--- config.mk ---
export PLATFORM = sky130hd
export DESIGN_NAME = ecc_sed_encoder_pipe
export DESIGN_NICKNAME = d
export VERILOG_FILES = /design/src/rtl/ecc_sed_encoder_pipe_pkg.sv /design/src/rtl/ecc_sed_encoder_pipe_skid.sv /design/src/rtl/ecc_sed_encoder_pipe.sv
export SDC_FILE = /design/constraint.sdc
export NUM_CORES = 1
export LEC_CHECK = 0
export ABC_CLOCK_PERIOD_IN_PS = 2250
export CORE_MARGIN = 8
export CORE_UTILIZATION = 50
export DETAILED_ROUTE_END_ITERATION = 6
export PLACE_DENSITY = 0.89
export SLEW_MARGIN = 30
export SYNTH_ARGS = -nofsm -noshare
export SYNTH_HDL_FRONTEND = slang
export SYNTH_HIERARCHICAL = 1
export SYNTH_SLANG_ARGS = --single-unit
--- constraint.sdc ---
create_clock -name clk -period 2.25 [get_ports clk]
set_input_delay 0.225 -clock clk [delete_from_list [all_inputs] [get_ports clk]]
set_output_delay 0.225 -clock clk [all_outputs]
set_load 0.05 [all_outputs]
--- src/rtl/ecc_sed_encoder_pipe_pkg.sv ---
// Shared definitions for the SED encoder pipe: counter width and the
// per-group parity helper used to build codewords.
package ecc_sed_pkg;

  localparam int CNT_W     = 16;
  // Upper bound on payload width the parity helper handles.
  localparam int SED_MAX_W = 256;

  // Parity vector for a payload split into 'lanes' equal groups of
  // data_w/lanes bits. Bit i covers data[i*G +: G]; 'odd' flips every bit
  // so each group plus its parity bit carries an odd number of ones.
  function automatic logic [SED_MAX_W-1:0] sed_parity(
    input logic [SED_MAX_W-1:0] data,
    input int                   lanes,
    input logic                 odd,
    input int                   data_w
  );
    logic [SED_MAX_W-1:0] p;
    int                   g;
    p = '0;
    g = data_w / lanes;
    for (int j = 0; j < SED_MAX_W; j++) begin
      if (j < data_w) begin
        p[j / g] = p[j / g] ^ data[j];
      end
    end
    for (int i = 0; i < SED_MAX_W; i++) begin
      if (i < lanes) begin
        p[i] = p[i] ^ odd;
      end
    end
    return p;
  endfunction

endpackage

--- src/rtl/ecc_sed_encoder_pipe_skid.sv ---
// Generic two-slot valid/ready skid stage. OUT is the registered output
// slot, SKID catches one word when OUT is stalled. Words leave in order.
//
// Handshake: a transfer happens on a rising edge where valid & ready are
// both 1. A source holding valid keeps its data stable until that edge;
// o_out_valid/o_out_data never change while o_out_valid & ~i_out_ready.
// o_in_ready is a function of registered state and rst only.
module ecc_sed_skid #(
  parameter int W = 13
) (
  input  logic         clk,
  input  logic         rst,
  input  logic         i_in_valid,
  output logic         o_in_ready,
  input  logic [W-1:0] i_in_data,
  output logic         o_out_valid,
  input  logic         i_out_ready,
  output logic [W-1:0] o_out_data
);

  logic         r_out_valid;
  logic [W-1:0] r_out_data;
  logic         r_skid_valid;
  logic [W-1:0] r_skid_data;
  logic         w_acc;
  logic         w_drain;

  assign o_in_ready  = rst & ~r_skid_valid;
  assign w_acc       = i_in_valid & o_in_ready;
  assign w_drain     = r_out_valid & i_out_ready;
  assign o_out_valid = r_out_valid;
  assign o_out_data  = r_out_data;

  // Slot update: refill OUT from SKID first, else from the input; park the
  // input in SKID only when OUT is full and holding.
  always_ff @(posedge clk) begin
    if (!rst) begin
      r_out_valid  <= 1'b0;
      r_out_data   <= '0;
      r_skid_valid <= 1'b0;
      r_skid_data  <= '0;
    end else begin
      if (!r_out_valid || w_drain) begin
        if (r_skid_valid) begin
          // SKID full means input ready was low, so nothing new arrives.
          r_out_data   <= r_skid_data;
          r_out_valid  <= 1'b1;
          r_skid_valid <= 1'b0;
        end else if (w_acc) begin
          r_out_data  <= i_in_data;
          r_out_valid <= 1'b1;
        end else begin
          r_out_valid <= 1'b0;
        end
      end else if (w_acc) begin
        r_skid_data  <= i_in_data;
        r_skid_valid <= 1'b1;
      end
    end
  end

endmodule

--- src/rtl/ecc_sed_encoder_pipe.sv ---
// Pipelined single-error-detect encoder: one parity bit per data group,
// codeword {parity, data} leaves through a registered skid stage.
// Optional macro ECC_SED_ERR_INJECT_EN adds inj_req/inj_done, which invert
// parity[0] of the next accepted word for error-path testing.
module ecc_sed_encoder_pipe
  import ecc_sed_pkg::*;
#(
  parameter int DATA_W     = 12,
  parameter int LANES      = 1,
  parameter int ODD_PARITY = 0
) (
  input  logic                    clk,
  input  logic                    rst,
  input  logic                    data_valid,
  output logic                    data_ready,
  input  logic [DATA_W-1:0]       data,
  output logic                    enc_valid,
  input  logic                    enc_ready,
  output logic [DATA_W+LANES-1:0] enc_codeword,
  output logic [CNT_W-1:0]        word_cnt
`ifdef ECC_SED_ERR_INJECT_EN
  ,
  input  logic                    inj_req,
  output logic                    inj_done
`endif
);

  logic [LANES-1:0]        w_parity;
  logic [LANES-1:0]        w_parity_out;
  logic [DATA_W+LANES-1:0] w_codeword;
  logic [CNT_W-1:0]        r_word_cnt;

  // Encoding is done on the input side so a stalled word never changes.
  assign w_parity   = LANES'(sed_parity(SED_MAX_W'(data), LANES, ODD_PARITY != 0, DATA_W));
  assign w_codeword = {w_parity_out, data};

`ifdef ECC_SED_ERR_INJECT_EN
  logic w_acc;
  logic w_inj_apply;
  logic r_inj_pend;
  logic r_inj_done;

  assign w_acc        = data_valid & data_ready;
  // A request in the accepting cycle counts even when nothing is pending.
  assign w_inj_apply  = w_acc & (r_inj_pend | inj_req);
  assign w_parity_out = w_parity ^ LANES'(w_inj_apply);
  assign inj_done     = r_inj_done;

  // Pending flag collapses repeated requests; cleared by the injected word.
  always_ff @(posedge clk) begin
    if (!rst) begin
      r_inj_pend <= 1'b0;
      r_inj_done <= 1'b0;
    end else begin
      r_inj_done <= w_inj_apply;
      if (w_acc) begin
        r_inj_pend <= 1'b0;
      end else if (inj_req) begin
        r_inj_pend <= 1'b1;
      end
    end
  end
`else
  assign w_parity_out = w_parity;
`endif

  ecc_sed_skid #(
    .W (DATA_W + LANES)
  ) u_skid (
    .clk         (clk),
    .rst         (rst),
    .i_in_valid  (data_valid),
    .o_in_ready  (data_ready),
    .i_in_data   (w_codeword),
    .o_out_valid (enc_valid),
    .i_out_ready (enc_ready),
    .o_out_data  (enc_codeword)
  );

  assign word_cnt = r_word_cnt;

  // Count output handshakes; natural wrap at the counter width.
  always_ff @(posedge clk) begin
    if (!rst) begin
      r_word_cnt <= '0;
    end else if (enc_valid && enc_ready) begin
      r_word_cnt <= r_word_cnt + 1'b1;
    end
  end

endmodule

==> flow_summary_export.csv <==
group,metric,value,unit
outcome,status,"finished clean",
worst_setup_path,arrival,1640,ps
pwr,ir_drop,0.501,mV
clocking,numCtsBuffers,5,
floorplanning,core_area,4060,sq um
finish,synthToLayoutAreaGrowth,26.4,%
pwr,powerDensity,625,nW/um^2
clocking,post_cts_buffers,0,
global_routing,grt_pass1_vias,1736,
timing,finalSetupViolCount,0,
routing,viasPerCell,5.44,
flow_run,cap_violations,0,
placement,gp_congestion,0.828,
logic_synthesis,async_flop_share,0,
timing,fin_skew,6.03,ps
logic_synthesis,yosys-top-cells-area,"dfxtp_1, mux2i_1, xnor2_1",
routing,wl_per_cell,14.0,um
timing,fin_crit_sh,0.827,
finish,n_antenna_cell,0,
floorplanning,rows,23,
clocking,clock_path_buffers,2,
worst_setup_path,r2r_slack,530,ps
timing,fmax,537,MHz
logic_synthesis,yosysTopAreaCell,"dfxtp_1",
worst_setup_path,crit_type,"flip-flop to primary output",
routing,vias,1789,
floorplanning,die_area,6600,sq um
timing,tns,0,ps
timing,tightest_slew,549,ps
logic_synthesis,syn_nets,253,
clocking,clkSinkCount,44,
global_routing,grt_max_degree,29,
worst_setup_path,cp-start-kind,"flip-flop",
routing,drt_wl_total,4600,um
timing,rsz0062_at_grt,"no",
global_routing,grtUsageTotal,0.145,
routing,postRouteAntennaNets,0,
timing,hold_viol_final,0,
timing,fin_crit,1860,ps
worst_setup_path,crit_required,2030,ps
logic_synthesis,synth_cell_types,38,
global_routing,grt_pass1_wl,7780,um
worst_setup_path,cp_max_fo,11,
routing,drt-initial-drc-count,153,
logic_synthesis,ys_ff_latch,44,
logic_synthesis,syn_inst,236,
logic_synthesis,synth_edf_count,0,
finish,fin_nets,295,
finish,drive_above_1_share,0.0753,
clocking,postCtsHoldBufs,0,
logic_synthesis,synth-seq-area-share,0.414,
floorplanning,die_height,81.2,um
clocking,htreeDepth,2,
logic_synthesis,synthTopCellsByCount,"dfxtp_1, nand2_1, nand3_1",
routing,first_pass_iters,4,
placement,port_buffers,46,
finish,final_cell_area,2690,sq um
clocking,tritoncts,"built",
logic_synthesis,netlist.area_leader.share,0.414,
floorplanning,start_util,0.524,
placement,place_area,2580,sq um
pwr,leakagePower,0.883,nW
logic_synthesis,ys_dominant_reg_cell,"dfxtp_1",
logic_synthesis,syn-cell-area,2130,sq um
routing,drc,0,
floorplanning,ios,47,
clocking,clk_pin_slew,80,ps
floorplanning,die_w,81.2,um
placement,place_hpwl,3310,um
logic_synthesis,yosys.cell_count.top_type,"dfxtp_1",
worst_setup_path,endpoint_kind,"primary output",
timing,max_slew_margin,0.633,
logic_synthesis,yosys_warnings,6,
worst_hold_path,worstHoldPathType,"flip-flop to flip-flop",
clocking,cts_root_buf,"clkbuf_8",
global_routing,overflow,0,
timing,maxSlewViolCount,0,
logic_synthesis,synth_area_per_cell,9.01,sq um
clocking,cts_resized,0,
clocking,clk_latency,290,ps
global_routing,antenna_found_initial,0,
layout by cell type (no fill, tap or decap), drive strengths merged, types with 2 or more instances in the layout:
cell type	synthesis	final
a21boi	13	13
a21oi	7	7
and4	2	2
buf	11	6
clkbuf	5	6
clkdlybuf4s50	0	45
dfxtp	44	44
inv	4	4
mux2i	14	14
nand2	20	20
nand3	20	20
nand4	4	4
nor2	9	9
nor3	3	3
nor4	2	2
o21ai	29	29
o31ai	2	2
or3	16	16
or4	2	2
xnor2	14	14
xor2	6	6
cells by family after synthesis:
family,after synthesis,synth area share
AOI/OAI and AO/OA,53,0.152
xor gates and xnor gates,20,0.0824
adders and majority gates,1,0.00588
buffers and inverters,20,0.0623
DFF,44,0.414
muxes,14,0.0659
and+or+nand+nor,84,0.217
per-stage QoR:
step	hold WS (ps)	std cells	util	total power [mW]	worst slack, ps
global placement	435	321	0.636	1.11	285
floorplan	355	236	-	1.02	276
CTS	453	329	0.662	1.70	372
finish	450	329	0.662	1.68	389
detailed placement	440	321	0.636	1.12	200
global route	475	329	0.662	1.76	301
layout make-up:
cell class | count | area (sq um)
Timing Repair Buffer | 51 | 508
Inverter | 4 | 15.0
Fill cell | 330 | 1370
Clock buffer | 6 | 72.6
Clock inverter | 2 | 35.0
Multi-Input combinational cell | 172 | 1110
Tap cell | 50 | 62.6
Sequential cell | 44 | 881
final timing paths:
kind | startpoint | endpoint | cells past startpoint
hold reg to reg | u_skid/r_skid_data[9] | u_skid/r_skid_data[9] | 2
setup reg to reg | u_skid/o_out_valid | word_cnt[13] | 4
hold / removal | u_skid/r_skid_data[9] | u_skid/r_skid_data[9] | 2
setup / recovery | u_skid/r_skid_valid | data_ready | 3
sequential cells by signal (all words and copies together) (netlist names):
signal	count
word_cnt	16
u_skid/o_out_data	13
u_skid/r_skid_data	13
u_skid/o_out_valid	1
u_skid/r_skid_valid	1
worst max-delay path: stages, from the launching register on:
cell and delay (ps):
dfxtp_1 660, buf_4 290, and2b_2 250, buf_12 150
per-layer routing:
layer  global-route usage  vias up  share of wire
met5                    0        -              0
met4               0.0536        0          0.015
met3               0.0331        6          0.059
met2                0.255       46           0.50
met1                0.167      828           0.43
li1                     -      909              -
power breakdown:
part | internal (mW) | switching, mW
logic | 0.121 | 0.160
registers | 0.802 | 0.0170
clock network | 0.329 | 0.252
Note: power is estimated with default switching activity, not from simulation.
